==> config.mk <==
export PLATFORM = sky130hd
export DESIGN_NAME = vga_sync_monitor
export DESIGN_NICKNAME = d
export VERILOG_FILES = /design/src/rtl/vga_sync_monitor.sv
export SDC_FILE = /design/constraint.sdc
export NUM_CORES = 1
export LEC_CHECK = 0
export ABC_AREA = 1
export BUFFER_PORTS_ARGS = -buffer_cell sky130_fd_sc_hd__clkbuf_2
export CAP_MARGIN = 20
export CORE_MARGIN = 2
export CORE_UTILIZATION = 40
export CTS_CLUSTER_DIAMETER = 200
export DETAILED_ROUTE_END_ITERATION = 16
export GPL_ROUTABILITY_DRIVEN = 1
export GPL_TIMING_DRIVEN = 0
export SLEW_MARGIN = 10
export SYNTH_ARGS = -nofsm -noshare
export SYNTH_HDL_FRONTEND = slang
export SYNTH_SLANG_ARGS = --single-unit
export TNS_END_PERCENT = 5
==> constraint.sdc <==
create_clock -name clk -period 6.73 [get_ports clk]
set_input_delay 1.0095 -clock clk [delete_from_list [all_inputs] [get_ports clk]]
set_output_delay 1.0095 -clock clk [all_outputs]
set_load 0.02 [all_outputs]
==> src/rtl/vga_sync_monitor.sv <==
// VGA receive-side timing recovery: measures line/frame length, declares lock, regenerates x/y/de.
// Build option: define VGA_MON_LOCK_GATE_EN to force de/x/y/line_start/frame_start low while unlocked.
module vga_sync_monitor #(
    parameter int unsigned H_ACT_OFS  = 144,
    parameter int unsigned H_ACT      = 640,
    parameter int unsigned V_ACT_OFS  = 36,
    parameter int unsigned V_ACT      = 480,
    parameter int unsigned LOCK_LINES = 4,
    parameter int unsigned CW         = 12
) (
    input  logic          clk,
    input  logic          rst,
    input  logic          pix_stb,
    input  logic          hs_n,
    input  logic          vs_n,
    output logic [9:0]    x,
    output logic [9:0]    y,
    output logic          de,
    output logic          line_start,
    output logic          frame_start,
    output logic          locked,
    output logic          sync_err,
    output logic [CW-1:0] h_total,
    output logic [CW-1:0] v_total
);
    localparam logic [CW-1:0] CNT_MAX   = '1;
    localparam int unsigned   SW        = $clog2(LOCK_LINES + 1);
    localparam logic [SW-1:0] STAB_FULL = SW'(LOCK_LINES);
    localparam logic [CW-1:0] H_LO      = CW'(H_ACT_OFS);
    localparam logic [CW-1:0] H_HI      = CW'(H_ACT_OFS + H_ACT);
    localparam logic [CW-1:0] V_LO      = CW'(V_ACT_OFS);
    localparam logic [CW-1:0] V_HI      = CW'(V_ACT_OFS + V_ACT);

    logic          r_hs_prev;
    logic          r_vs_prev;
    logic          r_h_ref;
    logic          r_v_ref;
    logic          r_v_stable;
    logic [CW-1:0] r_h_cnt;
    logic [CW-1:0] r_v_line;
    logic [SW-1:0] r_stab;

    logic          w_hs_edge;
    logic          w_vs_edge;
    logic          w_timeout;
    logic [CW-1:0] w_h_meas;
    logic [CW-1:0] w_h_cnt_nx;
    logic [CW-1:0] w_v_line_nx;
    logic [CW-1:0] w_h_total_nx;
    logic [CW-1:0] w_v_total_nx;
    logic [SW-1:0] w_stab_nx;
    logic          w_h_ref_nx;
    logic          w_v_ref_nx;
    logic          w_v_stable_nx;
    logic          w_locked_nx;
    logic          w_de_nx;
    logic          w_ls_nx;
    logic          w_fs_nx;
    logic [9:0]    w_x_nx;
    logic [9:0]    w_y_nx;

    // Next-state of the measurement, lock and coordinate logic for one pixel tick.
    always_comb begin
        w_hs_edge     = r_hs_prev & ~hs_n;
        w_vs_edge     = r_vs_prev & ~vs_n;
        w_h_meas      = r_h_cnt + CW'(1);
        w_timeout     = ~w_hs_edge && (r_h_cnt == CNT_MAX - CW'(1));
        w_h_cnt_nx    = r_h_cnt;
        w_h_ref_nx    = r_h_ref;
        w_stab_nx     = r_stab;
        w_h_total_nx  = h_total;
        w_v_line_nx   = r_v_line;
        w_v_ref_nx    = r_v_ref;
        w_v_total_nx  = v_total;
        w_v_stable_nx = r_v_stable;

        if (w_hs_edge) begin
            w_h_cnt_nx = '0;
            if (r_h_ref) begin
                w_h_total_nx = w_h_meas;
                if (w_h_meas == h_total)
                    w_stab_nx = (r_stab == STAB_FULL) ? STAB_FULL : r_stab + SW'(1);
                else
                    w_stab_nx = '0;
            end
            w_h_ref_nx = 1'b1;
        end else begin
            if (r_h_cnt != CNT_MAX)
                w_h_cnt_nx = r_h_cnt + CW'(1);
            if (w_timeout) begin
                w_h_ref_nx = 1'b0;
                w_stab_nx  = '0;
            end
        end

        // vs restarts the line count first so a coincident hs edge lands on line 1.
        if (w_vs_edge) begin
            if (r_v_ref) begin
                w_v_total_nx  = r_v_line;
                w_v_stable_nx = (r_v_line == v_total);
            end
            w_v_line_nx = '0;
            w_v_ref_nx  = 1'b1;
        end
        if (w_hs_edge && (w_v_line_nx != CNT_MAX))
            w_v_line_nx = w_v_line_nx + CW'(1);

        w_locked_nx = (w_stab_nx == STAB_FULL) && w_v_stable_nx;

        w_de_nx = w_h_ref_nx && w_v_ref_nx &&
                  (w_h_cnt_nx >= H_LO) && (w_h_cnt_nx < H_HI) &&
                  (w_v_line_nx >= V_LO) && (w_v_line_nx < V_HI);
`ifdef VGA_MON_LOCK_GATE_EN
        w_de_nx = w_de_nx && w_locked_nx;
`endif
        w_x_nx  = w_de_nx ? 10'(w_h_cnt_nx - H_LO) : 10'd0;
        w_y_nx  = w_de_nx ? 10'(w_v_line_nx - V_LO) : 10'd0;
        w_ls_nx = w_de_nx && (w_x_nx == 10'd0);
        w_fs_nx = w_ls_nx && (w_y_nx == 10'd0);
    end

    // State only advances on a pixel tick; pulses drop on the following clk.
    always_ff @(posedge clk) begin
        if (rst) begin
            r_hs_prev   <= 1'b0;
            r_vs_prev   <= 1'b0;
            r_h_ref     <= 1'b0;
            r_v_ref     <= 1'b0;
            r_v_stable  <= 1'b0;
            r_h_cnt     <= '0;
            r_v_line    <= '0;
            r_stab      <= '0;
            h_total     <= '0;
            v_total     <= '0;
            x           <= '0;
            y           <= '0;
            de          <= 1'b0;
            line_start  <= 1'b0;
            frame_start <= 1'b0;
            locked      <= 1'b0;
            sync_err    <= 1'b0;
        end else if (pix_stb) begin
            r_hs_prev   <= hs_n;
            r_vs_prev   <= vs_n;
            r_h_ref     <= w_h_ref_nx;
            r_v_ref     <= w_v_ref_nx;
            r_v_stable  <= w_v_stable_nx;
            r_h_cnt     <= w_h_cnt_nx;
            r_v_line    <= w_v_line_nx;
            r_stab      <= w_stab_nx;
            h_total     <= w_h_total_nx;
            v_total     <= w_v_total_nx;
            x           <= w_x_nx;
            y           <= w_y_nx;
            de          <= w_de_nx;
            line_start  <= w_ls_nx;
            frame_start <= w_fs_nx;
            locked      <= w_locked_nx;
            sync_err    <= locked & ~w_locked_nx;
        end else begin
            line_start  <= 1'b0;
            frame_start <= 1'b0;
            sync_err    <= 1'b0;
        end
    end
endmodule

## Word-level counts from Yosys, hierarchy flattened

Index checks and enable logic that the tools add are counted.

- Add/sub/neg operators: 5
- Order comparisons: 4
- Equal/unequal tests: 7
- Muxes and demuxes: 16
- Bitwise operators: 8
- Reduce and logical (&&, ||, !) cells: 15

Operator list:

| operator | number |
|---|---|
| 12-bit two-way mux | 4 |
| 12-bit by 1-bit adder with 12-bit output, second input constant | 2 |
| 12-bit equality test | 2 |
| 12-bit by 10-bit less-than comparator with 1-bit output, second input constant | 2 |
| 12-bit != test, second input constant | 2 |
| 10-bit logical NOT | 2 |
| 10-bit two-way mux | 2 |
| 3-bit two-way mux | 5 |
| 12-bit equality test, second input constant | 1 |
| 12-bit by 6-bit greater-or-equal comparator with 1-bit output, second input constant | 1 |
| 12-bit by 8-bit greater-or-equal comparator with 1-bit output, second input constant | 1 |
| 1-bit logical AND | 10 |
| 10-bit by 6-bit subtractor with 10-bit output, second input constant | 1 |
| 10-bit by 8-bit subtractor with 10-bit output, second input constant | 1 |
| 3-bit equality test, second input constant | 2 |
| 3-bit AND reduction | 2 |
| 1-bit two-way mux | 5 |
| 1-bit NOT | 5 |
| 3-bit by 1-bit adder with 3-bit output, second input constant | 1 |
| 1-bit AND | 3 |
| 2-bit OR reduction | 1 |

- Register bits after elaboration: 81
- Input port bits: 5
- Output and inout port bits: 49
- Word-level logic and storage cells: 72

## Logic depth before layout (Yosys ltp)

- Depth in word-level cells: 15
- Depth in mapped cells: 26
- Mapped depth without buffers: 25

## Worst setup path after synthesis

No wires, ideal clock.

- Path kind: input-to-reg
- Start point: in vs_n
- End point: reg x[8]
- Library setup time: 120 ps
- Arrival time: 3388 ps
- Data required time: 6610 ps
- Setup slack: 3223 ps
- Cell stages on the path: 21
- Path through: inv_2 -> nand2_4 -> inv_1 -> nor2_1 -> ha_1 -> nand2_1 -> inv_1 -> nand3_2 -> nor2_4 -> nand3_4 -> nand2_2 -> buf_6 -> nand2_1 -> nand2_1 -> ha_1 -> nand2_1 -> a21oi_1 -> nand3_2 -> nand3_4 -> buf_6 -> o21ai_2

- Cells in the longest elaborated chain, start to end: 10

RTL lines:

| element | line | RTL |
|---|---|---|
| from (decl) | 15 | `input logic vs_n,` |
| 1-bit NOT (*) | 65 | `w_vs_edge = r_vs_prev & ~vs_n;` |
| 1-bit AND (*) | 65 |  |
| parallel branches: the longest is 6 deep, another holds 12-bit by 1-bit adder with 12-bit output | -- |  |
| 1-bit logical AND (*) | 112 | `(w_v_line_nx >= V_LO) && (w_v_line_nx < V_HI);` |
| 10-bit two-way mux (*) | 116 | `w_x_nx = w_de_nx ? 10'(w_h_cnt_nx - H_LO) : 10'd0;` |
| to (signal assigned) | 153 | `x <= w_x_nx;` |
| to (decl) | 16 | `output logic [9:0] x,` |

Every way passes the cells marked *.
A chain may end at the register's enable or synchronous reset.

## Worst setup path in the final report

- Start point: in vs_n
- End point: reg frame_start

- Cells in the longest elaborated chain, start to end: 13

RTL lines:

| element | line | RTL |
|---|---|---|
| 1-bit NOT (*) | 65 |  |
| 1-bit AND (*) | 65 |  |
| 12-bit two-way mux (*) | 97 | `if (w_vs_edge) begin` |
| parallel branches: the longest is 2 deep, another holds 12-bit by 1-bit adder with 12-bit output | -- |  |
| 12-bit two-way mux (*) | 105 | `if (w_hs_edge && (w_v_line_nx != CNT_MAX))` |
| named net w_v_line_nx[2] | 48 | `logic [CW-1:0] w_v_line_nx;` |
| 12-bit by 6-bit greater-or-equal comparator with 1-bit output | 112 |  |
| 1-bit logical AND | 111 | `(w_h_cnt_nx >= H_LO) && (w_h_cnt_nx < H_HI) &&` |
| 1-bit logical AND | 112 |  |
| 10-bit two-way mux | 116 |  |
| 10-bit logical NOT | 118 | `w_ls_nx = w_de_nx && (w_x_nx == 10'd0);` |
| 1-bit logical AND | 118 |  |
| 1-bit logical AND (*) | 119 | `w_fs_nx = w_ls_nx && (w_y_nx == 10'd0);` |
| to (signal assigned) | 157 | `frame_start <= w_fs_nx;` |
| to (decl) | 20 | `output logic frame_start,` |

Mark *: on every way through the listed nets, which the timed path passes.

==> metrics.log <==
INFO  metric timing.critical_path.to_type = register
INFO  metric multi_input_comb_area = about 2600 um2
INFO  metric detail_route.wirelength = 12570 um
INFO  metric report.power.total = 1.087 mW
INFO  metric nFillCells = 1200
INFO  metric placeableCoreArea = approximately 11000 um2
INFO  metric slew_headroom = 54.55%
INFO  metric cellPowerDensity = approximately 200 nW/um2
INFO  metric report.final.setup_viol = 0
INFO  metric max_freq = 258.6 MHz
INFO  metric die_area = 12360 um2
INFO  metric synth_enable_flop_cells = 0
INFO  metric post_synth_instance_area = about 4600 um2
INFO  metric netlist.area_leader.share = between 30% and 40%
INFO  metric whs = ~0.45 ns
INFO  metric place_congestion = between 0.8 and 0.9
INFO  metric grt_pass1_wl = 20640 um
INFO  metric netlist_top_cells_count = nand2_1, dfxtp_1, inv_1
INFO  metric synthArstFlopShare = 0%
INFO  metric worst-path-max-fanout = 10
INFO  metric via_count = roughly 4600
INFO  metric clk_pin_slew_worst_paths = 0.06 ns
INFO  metric cts_buffers = 9
INFO  metric syn_inst = between 600 and 700
INFO  metric cts.sink_count = between 80 and 90
INFO  metric time_the_final_worst_path_needs_with_i_o_delays_and_setup = slightly below 4 ns
INFO  metric grt_overflow = 0
INFO  metric rows = 39
INFO  metric internal-power = about 830 uW
INFO  metric design.final.nets = approximately 740
INFO  metric cap_viol_max_count = 0
INFO  metric timing.clock.skew = a little under 0.007 ns
INFO  metric yosys.area.top_type = dfxtp_1
INFO  metric grt_setup_unrepaired = false
INFO  metric grt_pass1_vias = 4243
INFO  metric cts_repair_resize_count = 0
INFO  metric worst-path-buf-inv = 7
INFO  metric primary_ff_master_synth = dfxtp_1
INFO  metric arrival = just over 4 ns
INFO  metric critical-path-top-delay-family = simple AND/OR/NAND/NOR gates
INFO  metric floorplan.io_pins = 54
INFO  metric antenna_found_initial = 0
INFO  metric hold_viol_final = 0
INFO  metric grt_max_degree = 15
INFO  metric slowest_stage = ha_1
INFO  metric switching_share = 23.26%
INFO  metric power.leakage = approximately 2.4 nW
INFO  metric clockPowerShare = 49.9%
INFO  metric syn_avg_cell_area = approximately 6.9 um2
INFO  metric layout_cells_sized_above_1 = a little under a fifth
INFO  metric critical_path.max_stage_delay = approximately 0.21 ns
INFO  metric post-synth-top-count-cell = nand2_1
INFO  metric vias_per_cell = about 5.2
INFO  metric ctsRootBufferMaster = clkbuf_16
INFO  metric synth_cell_type_count = 39
INFO  metric dieWidth = 111.2 um
INFO  metric cts_setup_buffers = 0
INFO  metric critical-path-top-cell-by-count = nand2_1
INFO  metric drc = 0
INFO  metric switchingPower = around 250 uW
INFO  metric finalSetupTns = 0 ns
INFO  metric cts_htree_levels = 3
INFO  metric detail-route-antenna-nets = 0
INFO  metric yosys-top-cells-area = dfxtp_1, nand2_1, inv_1
INFO  metric firstDrtPassIters = 4
INFO  metric mappedNetlistNets = a little under 700
INFO  metric finalWorstSetupSlack = around 2.9 ns
INFO  metric timing_worst_slew_pin_value = slightly below 0.7 ns
INFO  metric start_util = between 40 and 50%
INFO  metric report.final.slew_viol_count = 0
INFO  metric regArea = about 1600 um2
INFO  metric dr.first_iter.drc_count = about 300
INFO  metric insertedDiodeCount = 0
INFO  metric cts_tree = yes
INFO  metric syn_to_final_growth = 16.86%
INFO  metric outcome = completed
INFO  metric worst_ep_required_time = 7.01 ns
INFO  metric timing.final.crit_share = between 50% and 60%
INFO  metric synth-warning-count = 0
INFO  metric die_height = 111.2 um
INFO  metric port_buffers = 53
INFO  metric share_comb_of_total_power = around 5.2%
INFO  metric postCtsHoldBufs = 0
INFO  metric wl_per_cell = 14.35 um
INFO  metric share_seq_of_total_power = about 45%
INFO  metric worst_ir_drop_vdd = 0.1854 mV
INFO  metric setup.worst_path.class = input pin to register
INFO  metric place_ws = about 2.5 ns
INFO  metric clk-insertion-delay-late = 0.34 ns
INFO  metric hpwl = between 9000 and 10000 um
INFO  metric hold_path_class = register to register
INFO  metric synth.ff_latch_count = 81
INFO  metric crit_path_start_kind = input pin
INFO  metric synth_seq_area_share = 35.29%
INFO  metric gr-usage-all-layers = ~20%
INFO  metric cts_buffer_depth = 2
-- logic make-up (layout without fill, tap and decap cells) --
kind of cell | count (synthesis) | in the layout | share of synthesized area [%]
AOI/OAI and AO/OA | 126 | 126 | 16.50
buffers and inverters | 102 | 171 | 8.987
adders and majority gates | 9 | 9 | 2.451
and+or+nand+nor | 326 | 326 | 32.95
xor gates and xnor gates | 20 | 20 | 3.813
DFF | 81 | 81 | 35.29
-- path summary, 6_finish.rpt --
kind                  start          end  slack (ns)  cells after the start
setup / recovery       vs_n  frame_start        2.86                     26
hold / removal           de           de        0.45                      2
setup reg to reg  r_vs_prev  frame_start        3.29                     24
hold reg to reg          de           de        0.45                      2
-- final cells by class --
| class | count | share of cell area [%] |
|---|---|---|
| plain buffers | 19 | 1.888 |
| clock buffers | 10 | 4.451 |
| clock inverters | 6 | 1.701 |
| inverters | 83 | 5.803 |
| multi-input cells | 481 | 47.68 |
| flip-flops and latches | 81 | 30.20 |
| well taps | 143 | 3.333 |
| repair buffers | 53 | 4.941 |
-- cells in the final DEF, fill, tap and decap left out, drive strengths merged, types with 6 or more instances in the layout --
| cell | Yosys | layout |
|---|---|---|
| a21oi | 31 | 31 |
| buf | 7 | 7 |
| clkbuf | 12 | 75 |
| clkinv | 3 | 7 |
| dfxtp | 81 | 81 |
| ha | 9 | 9 |
| inv | 80 | 80 |
| nand2 | 183 | 183 |
| nand3 | 58 | 58 |
| nand4 | 12 | 12 |
| nor2 | 59 | 59 |
| nor3 | 6 | 6 |
| o21ai | 56 | 56 |
| o22ai | 24 | 24 |
| xnor2 | 8 | 8 |
| xor2 | 12 | 12 |
-- routing by layer --
metal | global-route usage (%) | part of all wire, % | wire, um | up-vias
li1 | - | - | - | 2315
met1 | 25.63 | 45 | 5703 | 2138
met2 | 35.12 | 49 | 6116 | 97
met3 | 4.046 | 3.6 | 452 | 22
met4 | 6.914 | 2.4 | 298 | 0
met5 | 0 | 0 | 0 | -
-- per-stage QoR --
stage	cell area, um2	utilization, %	instances
after global routing	5369	47.42	876
final	5369	47.42	876
after CTS	5369	47.42	876
after global placement	5039	44.51	860
after floorplan	4594	-	664
after detailed placement	5039	44.51	860
-- worst register-to-register path, cell delays in order (launching register included) --
cell and delay [ns]:
dfxtp_1 0.34, nand2_4 0.14, inv_1 0.15, nor2_1 0.17, ha_1 0.21, nand2_1 0.06
inv_1 0.06, nand3_2 0.11, nor2_4 0.14, nand3_4 0.14, nand2_2 0.11, buf_6 0.14
inv_2 0.07, nand2_1 0.06, nand2_1 0.16, inv_1 0.17, ha_1 0.17, nand3_1 0.07
nor2_1 0.14, nand2_1 0.08, nand3_2 0.21, nand3_4 0.12, nor2_2 0.11, nand3_1 0.13
nor2_1 0.12
-- power by group through the flow --
stage / logic, mW / registers, mW / clock network (mW)
floorplan: 0.0384 / 0.497 / 0
global placement: 0.0555 / 0.498 / 0
detailed placement: 0.0565 / 0.498 / 0
CTS: 0.0569 / 0.487 / 0.554
global route: 0.0631 / 0.487 / 0.570
finish: 0.0569 / 0.487 / 0.543
-- sequential cells by signal, summed over array words and instances (netlist names), 3 cells and up --
| register | flops |
|---|---|
| h_total | 12 |
| r_h_cnt | 12 |
| r_v_line | 12 |
| v_total | 12 |
| x | 10 |
| y | 10 |
| r_stab | 3 |
Power figures use the tool's default switching activity.
